`src/rtl/imem_loader_pkg.sv`:
```
// rtl/imem_loader_pkg.sv - shared states and constants for the instruction memory loader
package imem_loader_pkg;

   typedef enum logic [2:0] {
      S_HDR0,
      S_HDR1,
      S_DATA,
      S_CHK,
      S_DONE
   } state_t;

   localparam int BYTES_PER_WORD = 4;

endpackage

```
`src/rtl/imem_loader_word_assembler.sv`:
```
// rtl/imem_loader_word_assembler.sv - packs big-endian bytes into 32-bit words
module imem_loader_word_assembler
   import imem_loader_pkg::*;
(
   input  logic        clk,
   input  logic        rst,
   input  logic        byte_valid_i,
   input  logic [7:0]  byte_data_i,
   output logic        word_valid_o,
   output logic [31:0] word_data_o
);

   localparam logic [1:0] LAST_IDX = 2'(BYTES_PER_WORD - 1);

   // Only the first three bytes are held; the fourth is merged on the fly
   // so the complete word is available in the cycle of its last transfer.
   logic [1:0]  idx_q, idx_d;
   logic [23:0] shift_q, shift_d;

   // Advance byte index and shift in each accepted byte
   always_comb begin
      idx_d   = idx_q;
      shift_d = shift_q;
      if (byte_valid_i) begin
         idx_d   = idx_q + 2'd1;
         shift_d = {shift_q[15:0], byte_data_i};
      end
   end

   // Byte index and shift register storage
   always_ff @(posedge clk) begin
      if (rst) begin
         idx_q   <= '0;
         shift_q <= '0;
      end else begin
         idx_q   <= idx_d;
         shift_q <= shift_d;
      end
   end

   assign word_valid_o = byte_valid_i && (idx_q == LAST_IDX);
   assign word_data_o  = {shift_q, byte_data_i};

endmodule

```
`src/rtl/imem_loader.sv`:
```
// rtl/imem_loader.sv - length-prefixed byte-stream loader for instruction memory (option: IMEM_LOADER_CHKSUM_EN)
module imem_loader
   import imem_loader_pkg::*;
#(
   parameter int ADDR_W = 10,
   parameter int CNT_W  = 16
) (
   input  logic              clk,
   input  logic              rst,
   input  logic [7:0]        rx_data,
   input  logic              rx_valid,
   output logic              rx_ready,
   output logic              im_we,
   output logic [ADDR_W-1:0] im_addr,
   output logic [31:0]       im_wdata,
   output logic              cpu_rst,
   output logic              done,
   output logic              err,
   output logic [CNT_W-1:0]  word_cnt
);

   localparam int unsigned DEPTH = 32'd1 << ADDR_W;

`ifdef IMEM_LOADER_CHKSUM_EN
   localparam state_t S_END = S_CHK;
`else
   localparam state_t S_END = S_DONE;
`endif

   state_t            state_q, state_d;
   logic [CNT_W-1:0]  n_q, n_d;
   logic [CNT_W-1:0]  word_cnt_q, word_cnt_d;
   logic              im_we_q, im_we_d;
   logic [ADDR_W-1:0] im_addr_q, im_addr_d;
   logic [31:0]       im_wdata_q, im_wdata_d;
   logic              done_q, done_d;
   logic              cpu_rst_q, cpu_rst_d;
   logic              err_q, err_d;
`ifdef IMEM_LOADER_CHKSUM_EN
   logic [7:0]        sum_q, sum_d;
`endif

   logic        xfer;
   logic        word_valid;
   logic [31:0] word_data;

   assign rx_ready = (state_q != S_DONE);
   assign xfer     = rx_valid && rx_ready;

   imem_loader_word_assembler u_asm (
      .clk          (clk),
      .rst          (rst),
      .byte_valid_i (xfer && (state_q == S_DATA)),
      .byte_data_i  (rx_data),
      .word_valid_o (word_valid),
      .word_data_o  (word_data)
   );

   // Header parsing, word write scheduling and completion sequencing
   always_comb begin
      state_d    = state_q;
      n_d        = n_q;
      word_cnt_d = word_cnt_q;
      im_we_d    = 1'b0;
      im_addr_d  = im_addr_q;
      im_wdata_d = im_wdata_q;
      err_d      = err_q;
      case (state_q)
         S_HDR0: begin
            if (xfer) begin
               n_d     = CNT_W'({rx_data, 8'h00});
               state_d = S_HDR1;
            end
         end
         S_HDR1: begin
            if (xfer) begin
               n_d = n_q | CNT_W'(rx_data);
               if (32'(n_d) > DEPTH) begin
                  err_d = 1'b1;
               end
               state_d = (n_d == '0) ? S_END : S_DATA;
            end
         end
         S_DATA: begin
            if (word_valid) begin
               // Words past the top of memory are consumed but never written,
               // so an oversized image cannot wrap onto the low addresses.
               im_we_d    = ((word_cnt_q >> ADDR_W) == '0);
               im_addr_d  = word_cnt_q[ADDR_W-1:0];
               im_wdata_d = word_data;
               word_cnt_d = word_cnt_q + CNT_W'(1);
               if (word_cnt_d == n_q) begin
                  state_d = S_END;
               end
            end
         end
`ifdef IMEM_LOADER_CHKSUM_EN
         S_CHK: begin
            if (xfer) begin
               if (rx_data != sum_q) begin
                  err_d = 1'b1;
               end
               state_d = S_DONE;
            end
         end
`endif
         S_DONE: begin
            state_d = S_DONE;
         end
         default: begin
            state_d = S_HDR0;
         end
      endcase
      // done waits out a final write strobe so the CPU is released only
      // after the last word has landed in memory.
      done_d    = (state_d == S_DONE) && !im_we_d;
      cpu_rst_d = !done_d;
   end

`ifdef IMEM_LOADER_CHKSUM_EN
   // Running mod-256 sum of header and data bytes
   always_comb begin
      sum_d = sum_q;
      if (xfer && (state_q != S_CHK)) begin
         sum_d = sum_q + rx_data;
      end
   end

   // Checksum accumulator storage
   always_ff @(posedge clk) begin
      if (rst) begin
         sum_q <= '0;
      end else begin
         sum_q <= sum_d;
      end
   end
`endif

   // Loader state and output registers
   always_ff @(posedge clk) begin
      if (rst) begin
         state_q    <= S_HDR0;
         n_q        <= '0;
         word_cnt_q <= '0;
         im_we_q    <= 1'b0;
         im_addr_q  <= '0;
         im_wdata_q <= '0;
         done_q     <= 1'b0;
         cpu_rst_q  <= 1'b1;
         err_q      <= 1'b0;
      end else begin
         state_q    <= state_d;
         n_q        <= n_d;
         word_cnt_q <= word_cnt_d;
         im_we_q    <= im_we_d;
         im_addr_q  <= im_addr_d;
         im_wdata_q <= im_wdata_d;
         done_q     <= done_d;
         cpu_rst_q  <= cpu_rst_d;
         err_q      <= err_d;
      end
   end

   assign im_we    = im_we_q;
   assign im_addr  = im_addr_q;
   assign im_wdata = im_wdata_q;
   assign done     = done_q;
   assign cpu_rst  = cpu_rst_q;
   assign err      = err_q;
   assign word_cnt = word_cnt_q;

endmodule

```
`config.mk`:
```
export PLATFORM = sky130hd
export DESIGN_NAME = imem_loader
export DESIGN_NICKNAME = d
export VERILOG_FILES = /design/src/rtl/imem_loader_pkg.sv /design/src/rtl/imem_loader_word_assembler.sv /design/src/rtl/imem_loader.sv
export SDC_FILE = /design/constraint.sdc
export NUM_CORES = 1
export LEC_CHECK = 0
export BUFFER_PORTS_ARGS = -buffer_cell sky130_fd_sc_hd__buf_2
export CAP_MARGIN = 20
export CORE_MARGIN = 2
export CORE_UTILIZATION = 56
export CTS_CLUSTER_DIAMETER = 40
export DETAILED_ROUTE_END_ITERATION = 8
export PLACE_DENSITY_LB_ADDON = 0.15
export REMOVE_ABC_BUFFERS = 1
export SYNTH_ARGS = -nofsm -noshare
export SYNTH_HDL_FRONTEND = slang
export SYNTH_SLANG_ARGS = --single-unit
```
`constraint.sdc`:
```
create_clock -name clk -period 3.05 [get_ports clk]
set_input_delay 0.1525 -clock clk [delete_from_list [all_inputs] [get_ports clk]]
set_output_delay 0.1525 -clock clk [all_outputs]
set_load 0.01 [all_outputs]
```
Yosys cells after proc, flatten, opt, wreduce, memory -nomap -nowiden
Cells that the tools add are included.
W data, S select, Z words.
Word-level totals
  flip-flop bits (word level): 107
  input bits: 11
Operators by class
  reduce and logical (&&, ||, !) cells: 13
  order comparisons: 1
  eq/ne operators: 9
  add/sub/neg operators: 2
  bitwise logic cells: 1
  multiplexer cells: 11
Operator list (number)
  $logic_not A16 Y1: 2
  $mux W16: 2
  $pmux W16 S2: 1
  $add A16 B1 Y16 const B: 1
  $eq A16 B16 Y1: 1
  $gt A16 B11 Y1 const B: 1
  $or A16 B8 Y16: 1
  $mux W3: 5
  $pmux W3 S4: 1
  $eq A3 B3 Y1 const B: 2
  $reduce_and A3 Y1: 2
  $logic_and A1 B1 Y1: 4
  $ne A2 B2 Y1 const B: 2
  $eq A3 B1 Y1 const B: 1
  $eq A3 B2 Y1 const B: 1
  $logic_not A3 Y1: 1
  $ne A3 B3 Y1 const B: 1
  $add A2 B1 Y2 const B: 1
  $eq A2 B2 Y1 const B: 1
  $logic_not A1 Y1: 2
  $mux W1: 2
  $reduce_and A2 Y1: 1
  $reduce_bool A2 Y1: 1

Depth between registers and ports, before layout
  depth after elaboration: 9
  gate-level depth with buffers: 9
  gate-level depth less buffers: 7

Modules after synthesis
From an unflattened synthesis, not the netlist that was laid out.
Unflattened totals
  cell total of the unflattened synthesis: 543
  area, all modules: 4634.4 µm²
By module, submodules not included
  imem_loader: seq. area each 1621.6 µm², times used 1, cells each 449, area an instance 3611.0 µm²
  imem_loader_word_assembler: seq. area each 520.5 µm², times used 1, cells each 94, area an instance 1023.5 µm²

Least setup slack after synthesis
No wires, ideal clock.
  path type: register -> register
  from: reg word_cnt_q[1] (netlist: word_cnt[1])
  to: reg cpu_rst_q (netlist: cpu_rst)
  data required time: 2.935 ns
  stages on the path, launching flop included: 10
  slack: 0.515 ns
  clock period less this slack: 2.535 ns
  data arrival time: 2.420 ns
  cell sequence: dfxtp_1 -> ha_1 -> buf_2 -> nand3_1 -> buf_2 -> nor2_1 -> a31oi_1 -> or3_1 -> or4_1 -> o21a_1
Between the ends
  word-level cells in the longest chain between the ends: 8
Ends and longest elaborated chain
  from (decl): RTL line imem_loader.sv:32  | logic [CNT_W-1:0] word_cnt_q, word_cnt_d;
  from (signal assigned): RTL line imem_loader.sv:154  | word_cnt_q <= word_cnt_d;
  $add A16 B1 Y16: RTL line imem_loader.sv:91  | word_cnt_d = word_cnt_q + CNT_W'(1);
  $eq A16 B16 Y1: RTL line imem_loader.sv:92  | if (word_cnt_d == n_q) begin
  $mux W3: RTL line imem_loader.sv:92
  $mux W3: RTL line imem_loader.sv:85  | if (word_valid) begin
  $pmux W3 S4: RTL line imem_loader.sv:68  | case (state_q)
  $eq A3 B3 Y1: RTL line imem_loader.sv:116  | done_d = (state_d == S_DONE) && !im_we_d;
  $logic_and A1 B1 Y1: RTL line imem_loader.sv:116
  $logic_not A1 Y1: RTL line imem_loader.sv:117  | cpu_rst_d = !done_d;
  to (signal assigned): RTL line imem_loader.sv:159  | cpu_rst_q <= cpu_rst_d;
  to (decl): RTL line imem_loader.sv:37  | logic cpu_rst_q, cpu_rst_d;
Every way passes these cells.
A chain may end at the register's enable or synchronous reset.

Worst setup path in the final report
  from: reg word_cnt_q[2] (netlist: word_cnt[2])
  to: reg state_q[2]
Between the ends
  word-level cells in the longest chain between the ends: 5
Ends and longest elaborated chain
  $add A16 B1 Y16: RTL line imem_loader.sv:91
  $eq A16 B16 Y1: RTL line imem_loader.sv:92
  $mux W3: RTL line imem_loader.sv:92
  $mux W3: RTL line imem_loader.sv:85
  $pmux W3 S4: RTL line imem_loader.sv:68
  to (signal assigned): RTL line imem_loader.sv:152  | state_q <= state_d;
  to (decl): RTL line imem_loader.sv:30  | state_t state_q, state_d;
Every way passes these cells.

==> results by group <==
Synthesis
  • Ys Warns: 0
  • Average size of a mapped cell: 7.78 sq um
  • Yosys top cell area share: 0.471
  • Yosys cell types: 47
  • #FFs+latches synth: 107
  • EDFF count, synth: 0
  • Most common cell in the netlist: nand2_1
  • Area leader, netlist: dfxtp_1
  • Most instantiated cells after synthesis: nand2_1 (168), dfxtp_1 (107), a21oi_1 (90)
  • Main synth FF type: dfxtp_1
  • Synth top area cells: dfxtp_1 (47%), nand2_1 (14%), a21oi_1 (9.9%)
  • Synth Instances: 585
  • Sequential fraction of the synthesis area: 0.471
  • Syn Std Cell Area: 4550 sq um
  • Asr flop ratio synth: 0

Pwr
  • Leakage: 1.94 nW
  • P per Cell Area: 484 nW/um^2
  • Total Power: 2.49 mW
  • Worst VDD drop: 0.271 mV

Routing
  • Residual DRC count: 0
  • Vias per inst: 5.53
  • Antenna viol nets, final: 0
  • Detailed Route WL: 10700 um
  • Via count: 4121
  • Routed len/inst: 14.4 um
  • Pre-antenna DRT Iters: 5
  • Drt first-iter violations: 244

STA
  • Setup TNS: 0 ns
  • Fmax: 379 MHz
  • Slew HR: 0.370
  • Final setup viols: 0
  • Final hold violations: 0
  • Max-slew violations: 0
  • Minimum clock period: 2.64 ns
  • RSZ-0062 raised after global routing: no
  • Period Utilization, post-route: 0.865
  • Skew final: 0.0148 ns
  • Worst-margin pin slew: 0.942 ns
  • WHS: 0.0605 ns

Global route
  • GRT Resource Usage Total: 0.254
  • Met1 usage in global routing: 0.362
  • First-pass GRT wire length: 17800 um
  • Grt total ovfl: 0
  • Met3 Track Usage GR: 0.0337
  • Met2 usage: 0.396
  • Pin count of the biggest net entering global routing: 62
  • Vias in the first global route: 3649
  • Gr busiest metal: met2
  • Initial antenna violation count: 0

Clocking
  • Num CTS Buffers: 9
  • Worst-path clk slew: 0.11 ns
  • CTS tree: yes
  • Clock sinks: 107
  • Htree depth: 3
  • Clk root buf: clkbuf_8
  • Post_cts resized: 0
  • Clock latency on the worst-skew pair: 0.37 ns
  • Post-CTS setup repair buffer count: 0
  • Hold-fix buffers, CTS: 0
  • Longest Clk Path Bufs: 2

Job
  • Max Cap Viol: 0

Critical path
  • Critical path launch point type: flop
  • Worst-path fanout max: 12
  • Arrival @ worst endpoint: 2.91 ns
  • CP required: 3.32 ns
  • CP endpoint kind: flop
  • WS Path Type: reg2reg

Floorplanning
  • Core Area: 7810 sq um
  • Die height: 94.2 um
  • Initial Util: 0.583
  • Core Rows: 32
  • Die width: 94.2 um
  • Die ar.: 8870 sq um
  • I/O pin cnt: 74

Placement
  • Detail Placement HPWL: 7450 um
  • GPL Wtd Cong: 0.915
  • IO buf count: 73
  • Placement Cell Area: 4970 sq um
  • Placed insts: 729

Cells and area
  • Ant diodes: 0
  • Area occupied by multi-input gates: 2240 sq um
  • Finished Layout Cells: 745
  • Final design area excluding fillers: 5160 sq um
  • Reg area: 2140 sq um
  • Layout cells sized above 1: 0.163
  • Synth-to-layout area growth: 13.3%
  • # fillers: 703
  • Nets@finish: 651

Outcome
  • Run status: finished clean

Hold path
  • Hold WC Path Type: in2reg
[critical path, stage by stage (launching register included)]
cell       delay [ns]
dfxtp_1          0.59
nand3_1          0.32
or3_1            0.39
a211o_1          0.29
o2bb2ai_1        0.13
or4_1            0.56
o31ai_1          0.25
[state kept, by name, summed over array words and instances (netlist names)]
signal,cells
im_we,1
err,1
im_addr,10
n_q,16
done,1
word_cnt,16
u_asm.idx_q,2
state_q,3
u_asm.shift_q,24
im_wdata,32
cpu_rst,1
[cells by family (layout without fill, tap and decap cells)]
family	after synthesis	count (layout)	share of synthesized area
flip-flops	107	107	0.471
AND/OR/NAND/NOR	273	273	0.265
multiplexers	2	2	0.00440
XOR/XNOR	34	34	0.0654
adder cells (fa/ha/maj)	2	2	0.00550
AO/OA/AOI/OAI	121	121	0.148
buffers and inverters	46	104	0.0415
[cell usage in the layout, fill, tap and decap left out, drive strengths merged, types with 4 or more instances in the layout]
cell    instances
a21oi          90
a31oi           4
and4            5
buf            83
clkbuf         10
dfxtp         107
inv             7
nand2         168
nand3          10
nand4           4
nor2           38
nor2b           4
nor3           10
nor4           10
o21ai           8
or3             4
or4             4
xnor2          19
xor2           15
[per-stage QoR]
step / worst slack [ns] / util
after floorplan: -2.25 / -
after global placement: 0.581 / 0.636
after detailed placement: 0.527 / 0.636
after CTS: 0.436 / 0.660
after global routing: 0.208 / 0.660
final: 0.411 / 0.660
[final timing paths]
check,start,depth (start not counted),to,slack (ns)
worst min-delay path,rx_data[7],3,u_asm.shift_q[7],0.06
worst min register to register,im_wdata[2],2,im_wdata[2],0.45
worst max-delay path,word_cnt[2],6,state_q[2],0.41
worst max register to register,word_cnt[2],6,state_q[2],0.41
[power breakdown]
group          switching (mW)  internal, mW
clock network           0.512         0.315
registers              0.0412          1.43
logic                   0.123        0.0767
[layout make-up]
cell class              instances  area share
clock buffers                  10      0.0248
clock inverters                 6      0.0116
inverters                       5     0.00364
multi-input cells             432       0.434
flip-flops and latches        107       0.415
well taps                     102      0.0248
repair buffers                 83      0.0854
[layer usage]
layer,part of all wire,routed length [um]
met5,0,0
met4,0.016,176
met3,0.051,549
met2,0.46,4900
met1,0.47,5070
No activity file was read; power rests on OpenSTA's default activity.
